--- src/rtl/uart_cmd_ctrl_if.sv ---
// Signal bundle between uart_cmd_ctrl and its RX, register-file, ALU and TX-FIFO neighbours.
// master = the controller, slave = the surrounding blocks.
interface uart_cmd_ctrl_if #(
  parameter int unsigned DATA_WIDTH = 8,
  parameter int unsigned ADDR_WIDTH = 4,
  parameter int unsigned FUN_WIDTH  = 4
);
  logic [DATA_WIDTH-1:0]   RX_P_DATA;
  logic                    RX_D_VLD;
  logic [ADDR_WIDTH-1:0]   RF_Address;
  logic                    RF_WrEn;
  logic                    RF_RdEn;
  logic [DATA_WIDTH-1:0]   RF_WrData;
  logic [DATA_WIDTH-1:0]   RF_RdData;
  logic                    RF_RdData_Valid;
  logic                    ALU_EN;
  logic [FUN_WIDTH-1:0]    ALU_FUN;
  logic                    CLK_GATE_EN;
  logic [2*DATA_WIDTH-1:0] ALU_OUT;
  logic                    ALU_OUT_Valid;
  logic [DATA_WIDTH-1:0]   TX_P_DATA;
  logic                    TX_D_VLD;
  logic                    FIFO_FULL;

  modport master (
    input  RX_P_DATA, RX_D_VLD, RF_RdData, RF_RdData_Valid, ALU_OUT, ALU_OUT_Valid, FIFO_FULL,
    output RF_Address, RF_WrEn, RF_RdEn, RF_WrData, ALU_EN, ALU_FUN, CLK_GATE_EN,
           TX_P_DATA, TX_D_VLD
  );

  modport slave (
    output RX_P_DATA, RX_D_VLD, RF_RdData, RF_RdData_Valid, ALU_OUT, ALU_OUT_Valid, FIFO_FULL,
    input  RF_Address, RF_WrEn, RF_RdEn, RF_WrData, ALU_EN, ALU_FUN, CLK_GATE_EN,
           TX_P_DATA, TX_D_VLD
  );
endinterface

--- src/rtl/uart_cmd_ctrl.sv ---
// Command-frame parser: turns RX bytes into register-file writes/reads and ALU runs,
// and returns read data / ALU results as bytes to the TX FIFO.
module uart_cmd_ctrl #(
  parameter int unsigned DATA_WIDTH = 8,
  parameter int unsigned ADDR_WIDTH = 4,
  parameter int unsigned FUN_WIDTH  = 4
) (
  input logic            CLK,
  input logic            RST,
  uart_cmd_ctrl_if.master bus
);

  localparam logic [DATA_WIDTH-1:0] CMD_WR     = DATA_WIDTH'(8'hAA);
  localparam logic [DATA_WIDTH-1:0] CMD_RD     = DATA_WIDTH'(8'hBB);
  localparam logic [DATA_WIDTH-1:0] CMD_ALU_OP = DATA_WIDTH'(8'hCC);
  localparam logic [DATA_WIDTH-1:0] CMD_ALU    = DATA_WIDTH'(8'hDD);

  typedef enum logic [3:0] {
    IDLE, WR_ADDR, WR_DATA, RD_ADDR, RD_WAIT, OP_A, OP_B,
    ALU_FUN_S, ALU_WAIT, TX_LO, TX_HI, TX_RD
  } state_t;

  state_t                state, state_nx;
  logic [ADDR_WIDTH-1:0] addr, addr_nx;
  logic [DATA_WIDTH-1:0] wr_data, wr_data_nx;
  logic                  wr_en, wr_en_nx;
  logic                  rd_en, rd_en_nx;
  logic                  alu_en, alu_en_nx;
  logic [FUN_WIDTH-1:0]  alu_fun, alu_fun_nx;
  logic                  gate_en, gate_en_nx;
  logic [DATA_WIDTH-1:0] tx_data, tx_data_nx;
  logic                  tx_vld, tx_vld_nx;
  logic [DATA_WIDTH-1:0] alu_hi, alu_hi_nx;

  // Next-state and next-output decode; strobes default low, everything else holds.
  always_comb begin
    state_nx   = state;
    addr_nx    = addr;
    wr_data_nx = wr_data;
    wr_en_nx   = 1'b0;
    rd_en_nx   = rd_en;
    alu_en_nx  = 1'b0;
    alu_fun_nx = alu_fun;
    gate_en_nx = gate_en;
    tx_data_nx = tx_data;
    tx_vld_nx  = 1'b0;
    alu_hi_nx  = alu_hi;

    case (state)
      IDLE: begin
        if (bus.RX_D_VLD) begin
          case (bus.RX_P_DATA)
            CMD_WR:     state_nx = WR_ADDR;
            CMD_RD:     state_nx = RD_ADDR;
            CMD_ALU_OP: state_nx = OP_A;
            CMD_ALU:    state_nx = ALU_FUN_S;
            default:    state_nx = IDLE;
          endcase
        end
      end
      WR_ADDR: begin
        if (bus.RX_D_VLD) begin
          addr_nx  = bus.RX_P_DATA[ADDR_WIDTH-1:0];
          state_nx = WR_DATA;
        end
      end
      WR_DATA: begin
        if (bus.RX_D_VLD) begin
          wr_data_nx = bus.RX_P_DATA;
          wr_en_nx   = 1'b1;
          state_nx   = IDLE;
        end
      end
      RD_ADDR: begin
        if (bus.RX_D_VLD) begin
          addr_nx  = bus.RX_P_DATA[ADDR_WIDTH-1:0];
          rd_en_nx = 1'b1;
          state_nx = RD_WAIT;
        end
      end
      // Read data goes straight into the TX holding register so it stays stable while blocked.
      RD_WAIT: begin
        if (bus.RF_RdData_Valid) begin
          rd_en_nx   = 1'b0;
          tx_data_nx = bus.RF_RdData;
          state_nx   = TX_RD;
        end
      end
      OP_A: begin
        if (bus.RX_D_VLD) begin
          addr_nx    = '0;
          wr_data_nx = bus.RX_P_DATA;
          wr_en_nx   = 1'b1;
          state_nx   = OP_B;
        end
      end
      OP_B: begin
        if (bus.RX_D_VLD) begin
          addr_nx    = ADDR_WIDTH'(1);
          wr_data_nx = bus.RX_P_DATA;
          wr_en_nx   = 1'b1;
          state_nx   = ALU_FUN_S;
        end
      end
      ALU_FUN_S: begin
        if (bus.RX_D_VLD) begin
          alu_fun_nx = bus.RX_P_DATA[FUN_WIDTH-1:0];
          alu_en_nx  = 1'b1;
          gate_en_nx = 1'b1;
          state_nx   = ALU_WAIT;
        end
      end
      ALU_WAIT: begin
        if (bus.ALU_OUT_Valid) begin
          gate_en_nx = 1'b0;
          tx_data_nx = bus.ALU_OUT[DATA_WIDTH-1:0];
          alu_hi_nx  = bus.ALU_OUT[2*DATA_WIDTH-1:DATA_WIDTH];
          state_nx   = TX_LO;
        end
      end
      TX_LO: begin
        if (!bus.FIFO_FULL && !tx_vld) begin
          tx_vld_nx = 1'b1;
          state_nx  = TX_HI;
        end
      end
      // First cycle here is the low-byte strobe: swap in the high byte, then send it.
      TX_HI: begin
        if (tx_vld) begin
          tx_data_nx = alu_hi;
        end else if (!bus.FIFO_FULL) begin
          tx_vld_nx  = 1'b1;
          alu_fun_nx = '0;
          state_nx   = IDLE;
        end
      end
      TX_RD: begin
        if (!bus.FIFO_FULL && !tx_vld) begin
          tx_vld_nx = 1'b1;
          state_nx  = IDLE;
        end
      end
      default: state_nx = IDLE;
    endcase
  end

  always_ff @(posedge CLK or negedge RST) begin
    if (!RST) begin
      state   <= IDLE;
      addr    <= '0;
      wr_data <= '0;
      wr_en   <= 1'b0;
      rd_en   <= 1'b0;
      alu_en  <= 1'b0;
      alu_fun <= '0;
      gate_en <= 1'b0;
      tx_data <= '0;
      tx_vld  <= 1'b0;
      alu_hi  <= '0;
    end else begin
      state   <= state_nx;
      addr    <= addr_nx;
      wr_data <= wr_data_nx;
      wr_en   <= wr_en_nx;
      rd_en   <= rd_en_nx;
      alu_en  <= alu_en_nx;
      alu_fun <= alu_fun_nx;
      gate_en <= gate_en_nx;
      tx_data <= tx_data_nx;
      tx_vld  <= tx_vld_nx;
      alu_hi  <= alu_hi_nx;
    end
  end

  assign bus.RF_Address  = addr;
  assign bus.RF_WrData   = wr_data;
  assign bus.RF_WrEn     = wr_en;
  assign bus.RF_RdEn     = rd_en;
  assign bus.ALU_EN      = alu_en;
  assign bus.ALU_FUN     = alu_fun;
  assign bus.CLK_GATE_EN = gate_en;
  assign bus.TX_P_DATA   = tx_data;
  assign bus.TX_D_VLD    = tx_vld;

endmodule
--- src/flat_wrapper.sv ---
// flat-port wrapper written by rule: the top's interface ports become plain ports
module uart_cmd_ctrl_flat 
#(
  parameter int unsigned DATA_WIDTH = 8,
  parameter int unsigned ADDR_WIDTH = 4,
  parameter int unsigned FUN_WIDTH  = 4
)
  (CLK, RST, bus_RX_P_DATA, bus_RX_D_VLD, bus_RF_RdData, bus_RF_RdData_Valid, bus_ALU_OUT, bus_ALU_OUT_Valid, bus_FIFO_FULL, bus_RF_Address, bus_RF_WrEn, bus_RF_RdEn, bus_RF_WrData, bus_ALU_EN, bus_ALU_FUN, bus_CLK_GATE_EN, bus_TX_P_DATA, bus_TX_D_VLD);
  uart_cmd_ctrl_if #(.DATA_WIDTH(DATA_WIDTH), .ADDR_WIDTH(ADDR_WIDTH), .FUN_WIDTH(FUN_WIDTH)) bus_i ();
  input logic CLK;
  input logic RST;
  input wire logic [$bits(bus_i.RX_P_DATA)-1:0] bus_RX_P_DATA;
  input wire logic [$bits(bus_i.RX_D_VLD)-1:0] bus_RX_D_VLD;
  input wire logic [$bits(bus_i.RF_RdData)-1:0] bus_RF_RdData;
  input wire logic [$bits(bus_i.RF_RdData_Valid)-1:0] bus_RF_RdData_Valid;
  input wire logic [$bits(bus_i.ALU_OUT)-1:0] bus_ALU_OUT;
  input wire logic [$bits(bus_i.ALU_OUT_Valid)-1:0] bus_ALU_OUT_Valid;
  input wire logic [$bits(bus_i.FIFO_FULL)-1:0] bus_FIFO_FULL;
  output wire logic [$bits(bus_i.RF_Address)-1:0] bus_RF_Address;
  output wire logic [$bits(bus_i.RF_WrEn)-1:0] bus_RF_WrEn;
  output wire logic [$bits(bus_i.RF_RdEn)-1:0] bus_RF_RdEn;
  output wire logic [$bits(bus_i.RF_WrData)-1:0] bus_RF_WrData;
  output wire logic [$bits(bus_i.ALU_EN)-1:0] bus_ALU_EN;
  output wire logic [$bits(bus_i.ALU_FUN)-1:0] bus_ALU_FUN;
  output wire logic [$bits(bus_i.CLK_GATE_EN)-1:0] bus_CLK_GATE_EN;
  output wire logic [$bits(bus_i.TX_P_DATA)-1:0] bus_TX_P_DATA;
  output wire logic [$bits(bus_i.TX_D_VLD)-1:0] bus_TX_D_VLD;
  assign bus_i.RX_P_DATA = bus_RX_P_DATA;
  assign bus_i.RX_D_VLD = bus_RX_D_VLD;
  assign bus_i.RF_RdData = bus_RF_RdData;
  assign bus_i.RF_RdData_Valid = bus_RF_RdData_Valid;
  assign bus_i.ALU_OUT = bus_ALU_OUT;
  assign bus_i.ALU_OUT_Valid = bus_ALU_OUT_Valid;
  assign bus_i.FIFO_FULL = bus_FIFO_FULL;
  assign bus_RF_Address = bus_i.RF_Address;
  assign bus_RF_WrEn = bus_i.RF_WrEn;
  assign bus_RF_RdEn = bus_i.RF_RdEn;
  assign bus_RF_WrData = bus_i.RF_WrData;
  assign bus_ALU_EN = bus_i.ALU_EN;
  assign bus_ALU_FUN = bus_i.ALU_FUN;
  assign bus_CLK_GATE_EN = bus_i.CLK_GATE_EN;
  assign bus_TX_P_DATA = bus_i.TX_P_DATA;
  assign bus_TX_D_VLD = bus_i.TX_D_VLD;
  uart_cmd_ctrl #(.DATA_WIDTH(DATA_WIDTH), .ADDR_WIDTH(ADDR_WIDTH), .FUN_WIDTH(FUN_WIDTH)) u_core (.CLK(CLK), .RST(RST), .bus(bus_i));
endmodule
--- config.mk ---
export PLATFORM = sky130hd
export DESIGN_NAME = uart_cmd_ctrl_flat
export DESIGN_NICKNAME = d
export VERILOG_FILES = /design/src/rtl/uart_cmd_ctrl_if.sv /design/src/rtl/uart_cmd_ctrl.sv /design/src/flat_wrapper.sv
export SDC_FILE = /design/constraint.sdc
export NUM_CORES = 1
export LEC_CHECK = 0
export ABC_AREA = 1
export BUFFER_PORTS_ARGS = -buffer_cell sky130_fd_sc_hd__buf_4
export CORE_MARGIN = 4
export CORE_UTILIZATION = 51
export DETAILED_ROUTE_END_ITERATION = 8
export GPL_TIMING_DRIVEN = 0
export PLACE_DENSITY = 0.78
export SYNTH_ARGS = -nofsm -noshare
export SYNTH_HDL_FRONTEND = slang
export SYNTH_SLANG_ARGS = --single-unit
export TNS_END_PERCENT = 20
--- constraint.sdc ---
create_clock -name CLK -period 1.8 [get_ports CLK]
set_input_delay 0.09 -clock CLK [delete_from_list [all_inputs] [get_ports CLK]]
set_output_delay 0.09 -clock CLK [all_outputs]
set_load 0.02 [all_outputs]
==> results_tabular.tex <==
\begin{tabular}{lr}
\hline
Metric & Value \\
\hline
\multicolumn{2}{l}{\textbf{Logic synthesis}} \\
\quad Library cell occupying the most area in the post-synthesis netlist & dfrtp\_1 \\
\quad Fraction of registers with async set or reset after synthesis & 1.00 \\
\quad Flops \& latches, synth & 41 \\
\quad Synth top area cells & dfrtp\_1, nand2\_1, nand3\_1, o21ai\_0, inv\_1 \\
\quad Count of cell types in the netlist & 21 \\
\quad Post-synth top area share & 0.480 \\
\quad Synth Area per Inst & 7.55 µm² \\
\quad Post-synth EDFFs & 0 \\
\quad Synthesized Nets & 321 \\
\quad Syn Std Cell Area & 0.00214 mm² \\
\quad Count of yosys warnings during synthesis & 0 \\
\quad Top FF cell, synth & dfrtp\_1 \\
\quad Part of the Yosys area used for sequential elements & 0.480 \\
\quad Cell count after synthesis & 283 \\
\multicolumn{2}{l}{\textbf{Detailed routing}} \\
\quad Routed metal-1 wire length & 2.40 mm \\
\quad Top metal layer carrying routed signals & met4 \\
\quad Via-to-Cell Ratio & 4.89 \\
\quad Routed wire length per instance & 12.8 µm \\
\quad Met2 wire length & 2.57 mm \\
\quad Remaining DRCs & 0 \\
\quad Routed WL & 5.33 mm \\
\quad Initial detailed-routing violation count & 167 \\
\quad Via count & 2036 \\
\quad Final ANT Viol Nets & 0 \\
\quad Metal3 WL & 319 µm \\
\quad Length of the first detailed-routing pass in iterations & 4 \\
\multicolumn{2}{l}{\textbf{Floorplanning}} \\
\quad Ports & 67 \\
\quad Floorplan die height & 72.7 µm \\
\quad Starting density of the core & 0.530 \\
\quad Full die area & 0.00529 mm² \\
\quad Core ar. & 0.00403 mm² \\
\quad Total number of placement rows & 23 \\
\quad Chip Width & 72.7 µm \\
\multicolumn{2}{l}{\textbf{GRT}} \\
\quad Overall fraction of global-route tracks in use & 0.210 \\
\quad Gr ovfl total & 0 \\
\quad Initial antenna violation count & 0 \\
\quad Vias in the first global route & 1889 \\
\quad Pin count of the biggest net entering global routing & 42 \\
\quad Wire length of the first global-routing pass & 8.83 mm \\
\multicolumn{2}{l}{\textbf{Flow run}} \\
\quad Max-capacitance violation count & 0 \\
\multicolumn{2}{l}{\textbf{STA}} \\
\quad Number of endpoints with negative hold slack in the final report & 0 \\
\quad Normalized max-slew margin & 0.659 \\
\quad Min setup slack post-route & 0.192 ns \\
\quad Final setup vio count & 0 \\
\quad Final worst path period share & 0.893 \\
\quad Measured slew at the worst slew-check pin & 0.511 ns \\
\quad RSZ-0062 raised after global routing & no \\
\quad Total Neg Setup Slack & 0 ns \\
\quad Total count of max-transition violations in the final report & 0 \\
\quad Post-layout minimum cycle time & 1.61 ns \\
\quad Fmax & 622 MHz \\
\quad Minimum hold slack & 0.0149 ns \\
\quad Setup skew after layout & 0.00491 ns \\
\multicolumn{2}{l}{\textbf{Clock network}} \\
\quad Clock edge transition at the registers on the reported setup and hold paths & 0.09 ns \\
\quad Clock buffer count from CTS & 5 \\
\quad Clock tree from TritonCTS & done \\
\quad Number of H-tree levels & 2 \\
\quad Clock Sink Count & 41 \\
\quad Bufs on Longest Clock Path & 2 \\
\quad Root Driver & clkbuf\_8 \\
\quad Clk Latency, worst-skew pair & 0.29 ns \\
\multicolumn{2}{l}{\textbf{Final layout}} \\
\quad Total inserted antenna cells & 0 \\
\quad Post-route cell area & 0.00293 mm² \\
\quad Layout Utilization & 0.726 \\
\quad Layout cells sized above 1 & 0.276 \\
\quad Relative area change from synthesis to final layout & 37.0\% \\
\quad Final Instance Count excl. Fillers & 416 \\
\quad Number of nets in the layout & 403 \\
\multicolumn{2}{l}{\textbf{Critical path}} \\
\quad Worst path most repeated cell & nand2\_1 \\
\quad Setup Crit Path Kind & flip-flop to flip-flop \\
\quad Data arrival time of the worst path & 1.79 ns \\
\quad Type of element launching the critical path & flip-flop \\
\quad Data required time at the worst endpoint & 1.98 ns \\
\quad Setup crit end kind & flip-flop \\
\quad Critical path peak fanout & 10 \\
\quad Cell-by-cell trace of the critical path & inv\_1 > nand2\_1 > nor2\_4 > nand2\_1 > nand2\_4 > nor2\_8 > nand2\_1 > nand2\_1 \\
\quad CP bufs+invs & 1 \\
\quad CP max stage cell & dfrtp\_1 \\
\quad Largest delay share family, worst path & simple AND/OR/NAND/NOR gates \\
\quad CP peak stage delay & 0.46 ns \\
\multicolumn{2}{l}{\textbf{Place}} \\
\quad Half-perimeter wire length of the detailed placement result & 3.90 mm \\
\quad Placement-stage worst setup slack & 0.163 ns \\
\quad Placement Cell Area & 0.00269 mm² \\
\quad Final Wtd Congestion & 0.845 \\
\quad Number of placed cells counting well taps & 399 \\
\quad Port bufs & 66 \\
\multicolumn{2}{l}{\textbf{Min path}} \\
\quad Path type of the worst min-delay path & primary input to flip-flop \\
\multicolumn{2}{l}{\textbf{Outcome}} \\
\quad Outcome & complete, no violations \\
\multicolumn{2}{l}{\textbf{Power and ir drop}} \\
\quad Pleak & 1.65 nW \\
\quad Maximum vdd drop & 0.000714 V \\
\quad Power consumption & 4.17 mW \\
\quad Pwr Density & 1430 mW/mm² \\
\hline
\end{tabular}
area by class of cell:
| class | instances | area, µm² |
|---|---|---|
| clock buffers | 5 | 68.8 |
| repair buffers | 75 | 586 |
| plain buffers | 1 | 20.0 |
| flip-flops and latches | 41 | 1030 |
| multi-input cells | 220 | 1010 |
| inverters | 21 | 86.3 |
| clock inverters | 3 | 68.8 |
| fillers | 336 | 1100 |
| well taps | 50 | 62.6 |
registers in the layout, summed over array words and instances (netlist names):
register / flops
u_core.state: 4
u_core.bus.RF_WrEn: 1
u_core.bus.TX_D_VLD: 1
u_core.bus.RF_RdEn: 1
u_core.bus.TX_P_DATA: 8
u_core.bus.ALU_EN: 1
u_core.bus.RF_WrData: 8
u_core.bus.RF_Address: 4
u_core.bus.ALU_FUN: 4
u_core.bus.CLK_GATE_EN: 1
u_core.alu_hi: 8
cells by family (layout without fill, tap and decap cells):
family / after synthesis / after routing / synth area share
AND/OR/NAND/NOR: 203 / 203 / 0.428
flip-flops: 41 / 41 / 0.480
buffers and inverters: 22 / 105 / 0.0498
AO/OA/AOI/OAI: 17 / 17 / 0.0416
path summary, 6_finish.rpt:
kind	start	to	slack, ns	cells past startpoint
worst max-delay path	u_core.state[0]	u_core.bus.TX_P_DATA[1]	0.19	8
worst min-delay path	bus_RX_P_DATA[7]	u_core.bus.RF_WrData[7]	0.01	3
worst max register to register	u_core.state[0]	u_core.bus.TX_P_DATA[1]	0.19	8
worst min register to register	u_core.bus.ALU_FUN[2]	u_core.bus.ALU_FUN[2]	0.48	2
max in group asynchronous	RST	u_core.state[2]	1.14	2
min in group asynchronous	RST	u_core.bus.RF_WrData[1]	0.31	2
worst register-to-register path, cell delays in order, from the launching register on:
cell,delay (ns)
dfrtp_1,0.46
inv_1,0.17
nand2_1,0.12
nor2_4,0.23
nand2_1,0.16
nand2_4,0.16
nor2_8,0.06
nand2_1,0.08
nand2_1,0.06
layout by cell type (no fill, tap or decap), types with 2 or more instances in the layout:
master	netlist	final
a21oi_1	2	2
buf_4	0	66
bufinv_16	0	2
clkbuf_8	0	5
dfrtp_1	41	41
dlygate4sd3_1	0	9
inv_1	16	16
inv_2	3	3
nand2_1	149	149
nand2_2	7	7
nand2_4	4	4
nand3_1	18	18
nand3_2	2	2
nor2_1	14	14
nor2_4	4	5
o21ai_0	14	14
synth_stat cells (2+ instances only):
library cell / n
nor2_1: 14
nand3_2: 2
dfrtp_1: 41
nand2_2: 7
a21oi_1: 2
nand2_4: 4
nor2_4: 4
inv_1: 16
nand2_1: 149
nand3_1: 18
inv_2: 3
o21ai_0: 14
per-layer routing:
| metal | vias up | GRT usage |
|---|---|---|
| met4 | 0 | 0.0656 |
| met1 | 927 | 0.297 |
| met5 | - | 0 |
| li1 | 1041 | - |
| met3 | 6 | 0.0372 |
| met2 | 62 | 0.330 |
where the power goes:
part | internal [mW] | leakage [nW] | switching [mW] | total (mW)
clock network | 0.559 | 0.0687 | 0.343 | 0.902
registers | 1.30 | 0.523 | 0.248 | 1.55
logic | 0.690 | 1.05 | 1.03 | 1.72
total | 2.55 | 1.65 | 1.62 | 4.17
timing repair:
item,4_1_cts,5_1_grt
hold buffers,9,0
endpoints found under the setup margin,0,8
hold endpoints to repair,49,0
resized for setup,0,1
setup buffers,0,0
No activity file was read; power rests on OpenSTA's default activity.
